--- config.mk ---
export PLATFORM = sky130hd
export DESIGN_NAME = dta_return_scheduler
export DESIGN_NICKNAME = d
export VERILOG_FILES = /design/src/rtl/dta_pkg.sv /design/src/rtl/dta_hdr_fifo.sv /design/src/rtl/dta_return_scheduler.sv
export SDC_FILE = /design/constraint.sdc
export NUM_CORES = 1
export LEC_CHECK = 0
export ABC_AREA = 0
export CAP_MARGIN = 20
export CORE_MARGIN = 8
export CORE_UTILIZATION = 50
export CTS_CLUSTER_DIAMETER = 30
export DETAILED_ROUTE_END_ITERATION = 10
export DONT_BUFFER_PORTS = 1
export PLACE_DENSITY = 0.77
export SLEW_MARGIN = 30
export SYNTH_ARGS = -nofsm -noshare
export SYNTH_HDL_FRONTEND = slang
export SYNTH_SLANG_ARGS = --single-unit
--- constraint.sdc ---
create_clock -name clk -period 4.5 [get_ports clk]
set_input_delay 0.675 -clock clk [delete_from_list [all_inputs] [get_ports clk]]
set_output_delay 0.675 -clock clk [all_outputs]
set_load 0.005 [all_outputs]
--- src/rtl/dta_pkg.sv ---
// Shared types for the dest-tag-append return scheduler.
// Holds the return header layout and a constant-width helper.
// No logic: types and functions only.
package dta_pkg;

    // Header field widths; the top-level tag/dst/vc parameters must match these.
    localparam int HDR_TAG_W = 8;
    localparam int HDR_DST_W = 4;
    localparam int HDR_VC_W  = 1;

    typedef struct packed {
        logic [HDR_TAG_W-1:0] tag;
        logic [HDR_DST_W-1:0] dst;
        logic [HDR_VC_W-1:0]  vc;
    } ret_hdr_t;

    // Ceiling log2, usable in constant expressions (port widths, localparams).
    function automatic int dta_clog2(input int n);
        int r;
        r = 0;
        while ((1 << r) < n) begin
            r = r + 1;
        end
        return r;
    endfunction

endpackage

--- src/rtl/dta_hdr_fifo.sv ---
// In-order FIFO of return headers, first-word-fall-through from registered storage.
// Latency: a push in cycle N is visible at o_head / o_empty from cycle N+1.
// Backpressure: pushes are ignored when full and pops are ignored when empty.
// Ports: clk/rst_n, i_push/i_wr_hdr write side, i_pop read side,
//        o_head oldest entry, o_full/o_empty flags, o_count occupancy.
module dta_hdr_fifo
    import dta_pkg::*;
#(
    parameter int DEPTH = 8
) (
    input  logic                       clk,
    input  logic                       rst_n,
    input  logic                       i_push,
    input  ret_hdr_t                   i_wr_hdr,
    input  logic                       i_pop,
    output ret_hdr_t                   o_head,
    output logic                       o_full,
    output logic                       o_empty,
    output logic [dta_clog2(DEPTH):0]  o_count
);

    localparam int            AW       = dta_clog2(DEPTH);
    localparam logic [AW:0]   FULL_CNT = (AW+1)'(DEPTH);
    localparam logic [AW:0]   CNT_ONE  = (AW+1)'(1);
    localparam logic [AW-1:0] PTR_ONE  = AW'(1);

    ret_hdr_t      r_mem [DEPTH];
    logic [AW-1:0] r_wr_ptr;
    logic [AW-1:0] r_rd_ptr;
    logic [AW:0]   r_count;
    logic          w_wr_en;
    logic          w_rd_en;

    assign o_full  = (r_count == FULL_CNT);
    assign o_empty = (r_count == '0);
    assign o_count = r_count;
    assign o_head  = r_mem[r_rd_ptr];

    assign w_wr_en = i_push && !o_full;
    assign w_rd_en = i_pop  && !o_empty;

    // Storage needs no reset: the count gates every read of it.
    always_ff @(posedge clk) begin
        if (w_wr_en) begin
            r_mem[r_wr_ptr] <= i_wr_hdr;
        end
    end

    // Pointers are exactly AW bits, so they wrap at DEPTH (a power of 2) for free.
    always_ff @(posedge clk or negedge rst_n) begin
        if (!rst_n) begin
            r_wr_ptr <= '0;
            r_rd_ptr <= '0;
            r_count  <= '0;
        end else begin
            if (w_wr_en) begin
                r_wr_ptr <= r_wr_ptr + PTR_ONE;
            end
            if (w_rd_en) begin
                r_rd_ptr <= r_rd_ptr + PTR_ONE;
            end
            case ({w_wr_en, w_rd_en})
                2'b10:   r_count <= r_count + CNT_ONE;
                2'b01:   r_count <= r_count - CNT_ONE;
                default: r_count <= r_count;
            endcase
        end
    end

endmodule

--- src/rtl/dta_return_scheduler.sv ---
// Pairs in-order module responses with stored return headers for the return packetizer.
// Latency: request path combinational (0 cycles); response accept to pkt_valid_out 1 cycle.
// Backpressure: requests stall when the header FIFO is full; responses stall when it is
//               empty or the output register is held by pkt_ready_in low.
// Ports: req_* from depacketizer, mod_* to the compute module, rsp_* from the module,
//        pkt_* to the packetizer, outstanding_out = headers held.
module dta_return_scheduler
    import dta_pkg::*;
#(
    parameter int WIDTH_DATA       = 12,
    parameter int WIDTH_RSP        = 12,
    parameter int ADDRESS_WIDTH    = HDR_DST_W,
    parameter int VC_ADDRESS_WIDTH = HDR_VC_W,
    parameter int WIDTH_TAG        = HDR_TAG_W,
    parameter int DEPTH            = 8
) (
    input  logic                          clk,
    input  logic                          rst_n,
    input  logic [WIDTH_DATA-1:0]         req_data_in,
    input  logic [ADDRESS_WIDTH-1:0]      req_dst_in,
    input  logic [VC_ADDRESS_WIDTH-1:0]   req_vc_in,
    input  logic [WIDTH_TAG-1:0]          req_tag_in,
    input  logic                          req_valid_in,
    output logic                          req_ready_out,
    output logic [WIDTH_DATA-1:0]         mod_data_out,
    output logic                          mod_valid_out,
    input  logic                          mod_ready_in,
    input  logic [WIDTH_RSP-1:0]          rsp_data_in,
    input  logic                          rsp_valid_in,
    output logic                          rsp_ready_out,
    output logic [WIDTH_RSP-1:0]          pkt_data_out,
    output logic [ADDRESS_WIDTH-1:0]      pkt_dst_out,
    output logic [VC_ADDRESS_WIDTH-1:0]   pkt_vc_out,
    output logic [WIDTH_TAG-1:0]          pkt_tag_out,
    output logic                          pkt_valid_out,
    input  logic                          pkt_ready_in,
    output logic [dta_clog2(DEPTH):0]     outstanding_out
);

    localparam logic [0:0] ST_IDLE = 1'b0;
    localparam logic [0:0] ST_HOLD = 1'b1;

    logic                         w_full;
    logic                         w_empty;
    logic                         w_push;
    logic                         w_accept;
    ret_hdr_t                     w_wr_hdr;
    ret_hdr_t                     w_head;
    logic [dta_clog2(DEPTH):0]    w_count;

    logic [0:0]                   r_state;
    logic [WIDTH_RSP-1:0]         r_pkt_data;
    logic [ADDRESS_WIDTH-1:0]     r_pkt_dst;
    logic [VC_ADDRESS_WIDTH-1:0]  r_pkt_vc;
    logic [WIDTH_TAG-1:0]         r_pkt_tag;

    // Request pass-through. Full blocks acceptance even if a pop lands in the same
    // cycle, which keeps the response side out of the request-ready timing path.
    assign mod_data_out  = req_data_in;
    assign mod_valid_out = req_valid_in && !w_full;
    assign req_ready_out = mod_ready_in && !w_full;
    assign w_push        = req_valid_in && req_ready_out;

    assign w_wr_hdr.tag  = req_tag_in;
    assign w_wr_hdr.dst  = req_dst_in;
    assign w_wr_hdr.vc   = req_vc_in;

    dta_hdr_fifo #(
        .DEPTH (DEPTH)
    ) u_hdr_fifo (
        .clk      (clk),
        .rst_n    (rst_n),
        .i_push   (w_push),
        .i_wr_hdr (w_wr_hdr),
        .i_pop    (w_accept),
        .o_head   (w_head),
        .o_full   (w_full),
        .o_empty  (w_empty),
        .o_count  (w_count)
    );

    // A response can only be taken when a header is waiting and the output
    // register is free now or is being drained this cycle.
    assign rsp_ready_out = !w_empty && ((r_state == ST_IDLE) || pkt_ready_in);
    assign w_accept      = rsp_valid_in && rsp_ready_out;

    always_ff @(posedge clk or negedge rst_n) begin
        if (!rst_n) begin
            r_state    <= ST_IDLE;
            r_pkt_data <= '0;
            r_pkt_dst  <= '0;
            r_pkt_vc   <= '0;
            r_pkt_tag  <= '0;
        end else begin
            if (w_accept) begin
                r_state    <= ST_HOLD;
                r_pkt_data <= rsp_data_in;
                r_pkt_dst  <= w_head.dst;
                r_pkt_vc   <= w_head.vc;
                r_pkt_tag  <= w_head.tag;
            end else if (pkt_ready_in) begin
                r_state    <= ST_IDLE;
            end
        end
    end

    assign pkt_valid_out   = (r_state == ST_HOLD);
    assign pkt_data_out    = r_pkt_data;
    assign pkt_dst_out     = r_pkt_dst;
    assign pkt_vc_out      = r_pkt_vc;
    assign pkt_tag_out     = r_pkt_tag;
    assign outstanding_out = w_count;

endmodule

==> run summary <==
The worst setup path is launched from a flop. After detailed placement, the design holds a cell count of 446. For this run, the total global-route usage over all layers was measured as 14.75%. Of the total power, the share spent switching nets is 27.11%. The total DRC errors in the routed layout is 0. For this configuration, the core starts out at a cell density of 51.18%. The detailed router's first-iteration violation count came out at 144. The class of the tightest hold or removal check is input pin to flop. The clock reaches the later pin of the worst-skew pair after 0.51 ns. The first-pass GRT wire length came out at 15.91 mm. The post-cts sizing count came out at 0.

The number of pins with negative max-slew slack in the final report is 0. The area growth from synthesis to layout is 13.41%. Headroom to the max-slew limit came out at 38.42%. The maximum net fanout on the critical path came out at 42. The total net switching power came out at 0.001092 W.

Averaged over all synthesized cells, the footprint is 17.21 µm². The number of enable-type register cells in the synthesized netlist is 104. The hold violation count in the final report is 0. The beginning of the critical path is u_hdr_fifo.o_count[2]. The internal power came out at 0.002936 W. The final design area excluding fillers is 0.006265 mm². The clock transition at the registers of the reported paths came out at 0.06 ns. The Yosys step of the flow raised 0 warnings. The total placed instance area came out at 0.005628 mm².

The worst hold path begins at req_tag_in[7]. Of all flip-flops after synthesis, the portion carrying an async set or reset was 25.71%. The number of storage elements in the synthesis netlist came out at 140. STA classifies the critical path endpoint as a flop. The leakage power is 2.287 nW. The startpoint of the lowest-slack register-to-register path is u_hdr_fifo.o_count[2].

The post-synthesis sequential area ratio came out at 72.84%. The data required time of the critical path is 4.89 ns. The top-level port count is 88. The run finished with clean final reports.

The biggest area consumer among synthesized cells is edfxtp_1. The number of cell rows is 38. Among all flip-flop cells after synthesis, the most frequent one is edfxtp_1. The critical path in this run is classified as flop to flop.

The worst clock skew on the final layout is 0.006524 ns. The signal arrival time at the worst endpoint came out at 3.44 ns. The number of different library cells used by synthesis comes to 32. The final period utilization is 67.86%. The number of buffers added on ports is 0. The total negative setup slack is 0 ns. The fraction of final layout cells with drive strength greater than 1 came out at 21.76%.

The number of antenna repair diodes is 0. The detailed-routing iteration count for the pre-antenna-repair pass came out at 4. The via density per instance is 5.485. At the end of the flow, the number of nets in the layout was 375. The post-synthesis instance area came out at 0.005524 mm². The TritonCTS buffer count is 17.

The final weighted congestion of routability-driven global placement is 0.7217. The most common cell in the synthesized netlist is edfxtp_1. After synthesis, the most frequently instantiated cells are 104 x edfxtp_1, 57 x nand2_1, 36 x dfrtp_1, 26 x mux4_2, 14 x buf_4. The number of nets in the synthesized netlist is 369.

The number of non-filler instances in the completed layout is 480. The fraction of post-synthesis cell area in the top cell type by area came out at 56.53%. The H-tree level count came out at 4.

The number of global-route vias before repair came out at 2892. The fraction of power consumed by the clock network is 34.9%. The die is 121.1 µm tall. The number of antenna violations at the first check in global routing came out at 0. The post-layout minimum cycle time came out at 3.054 ns.

Ranked by total cell area, the synthesized netlist is headed by edfxtp_1 57%, dfrtp_1 16%, mux4_2 11%. The clock sink count came out at 140. The die width came out at 121.1 µm. TritonCTS built the clock tree. The share of power burned in registers is 45.2%. The die covers 0.01467 mm². In this run the power density over the cells is 642.9 mW/mm². Timing would allow up to 327.5 MHz. The final setup violation count came out at 0. The number of antenna-violating nets in the routed design came out at 0. Across the VDD grid, the largest voltage drop is 0.3377 mV. The tree is rooted in a clkbuf_8. The maximum clock insertion buffer count came out at 2.

The combinational fraction of design power came out at 19.9%. Setup repair after global routing left no endpoint under its margin. The worst hold slack came out at 0.2550 ns. The slew of the pin with the lowest slew margin came out at 0.9237 ns. In the final routed layout, each cell accounts on average for 21.16 µm. Summed over all layers, the global routing overflow is 0. Synthesis handed over a netlist of 321 instances. The final wirelength came out at 10.16 mm.

Detailed placement ended at an HPWL of 6.185 mm. The total of max-cap violations came out at 0. In this run the standard cell core region covers 0.01079 mm². The routed via count came out at 2633. The maximum number of pins on one net before global-route repair came out at 43.
[kinds of logic (layout without fill, tap and decap cells)]
group                      count (synthesis)  in the layout  synth area share, %
buffers and inverters                     28             47                3.103
AOI/OAI and AO/OA                         17             17                1.676
muxes                                     41             41                13.43
and+or+nand+nor                           81             81                6.388
DFF                                      140            140                72.84
adders and majority gates                  5              5                1.133
xor gates and xnor gates                   9              9                1.427
[flip-flops by register name, indices dropped and copies added (netlist names)]
register and cells:
u_hdr_fifo.o_count 4, u_hdr_fifo.r_mem 104, pkt_data_out 12, pkt_tag_out 8
pkt_dst_out 4, u_hdr_fifo.r_wr_ptr 3, pkt_vc_out 1, pkt_valid_out 1
u_hdr_fifo.r_rd_ptr 3
[repair_timing]
| item | CTS | global route |
|---|---|---|
| hold buffers | 2 | 0 |
| hold endpoints to repair | 36 | 0 |
| buffers inserted | 0 | 0 |
[cells in the final DEF (no fill, tap or decap), drive strengths merged, types with 8 or more instances in the layout]
master / synthesis / final
nor2: 8 / 8
edfxtp: 104 / 104
clkbuf: 4 / 20
o21ai: 13 / 13
mux4: 26 / 26
nand2: 57 / 57
dfrtp: 36 / 36
mux2i: 13 / 13
buf: 22 / 12
[metrics by stage]
step | setup slack [ns] | util (%) | power [W]
6_report | 1.446 | 58.05 | 0.004028
5_1_grt | 1.167 | 58.05 | 0.004244
4_1_cts | 1.411 | 58.05 | 0.004082
3_5_place_dp | 1.422 | 52.14 | 0.002663
3_3_place_gp | 1.487 | 52.14 | 0.002625
2_1_floorplan | 1.939 | - | 0.002456
[per-layer routing]
layer / vias to the layer above / part of all wire (%) / routed length [µm] / GRT usage [%]
met3: 29 / 9.6 / 973 / 5.956
li1: 1199 / - / - / -
met4: 0 / 2.3 / 237 / 8.197
met2: 86 / 48 / 4834 / 23.59
met5: - / 0 / 0 / 0
met1: 1319 / 40 / 4113 / 16.55
[power by group through the flow]
stage / Clock, W / Combinational, W / Sequential (W)
2_1_floorplan: 0 / 0.000704 / 0.00175
3_3_place_gp: 0 / 0.000783 / 0.00184
3_5_place_dp: 0 / 0.000807 / 0.00186
4_1_cts: 0.00143 / 0.000822 / 0.00183
5_1_grt: 0.00149 / 0.000900 / 0.00186
6_report: 0.00140 / 0.000801 / 0.00182
[worst paths after layout]
kind                                           endpoint  slack, ns  cells past startpoint
worst min-delay path            u_hdr_fifo.r_mem[6][12]       0.26                      0
worst max register to register    u_hdr_fifo.o_count[2]       1.45                     11
worst min register to register          pkt_data_out[9]       0.50                      2
max in group asynchronous                pkt_tag_out[4]       3.66                      2
worst max-delay path              u_hdr_fifo.o_count[2]       1.45                     11
min in group asynchronous        u_hdr_fifo.r_rd_ptr[0]       0.65                      2
[layout make-up]
| class | count | area (µm²) |
|---|---|---|
| Fill cell | 792 | 4528 |
| Sequential cell | 140 | 4024 |
| Multi-Input combinational cell | 153 | 1339 |
| Clock buffer | 20 | 435.4 |
| Tap cell | 140 | 175.2 |
| Clock inverter | 12 | 171.4 |
| Timing Repair Buffer | 13 | 112.6 |
| Inverter | 2 | 7.507 |
[worst max-delay path: stages, from the launching register on]
cell and delay, ns:
dfrtp_1 0.47, or4_1 0.59, nand3_2 0.10, buf_4 0.38, inv_2 0.23, ha_1 0.32, xor2_1 0.16, ha_1 0.18
a21oi_1 0.14, xor2_1 0.16, nor2_1 0.06, xor2_1 0.14
No activity file was read; power rests on OpenSTA's default activity.
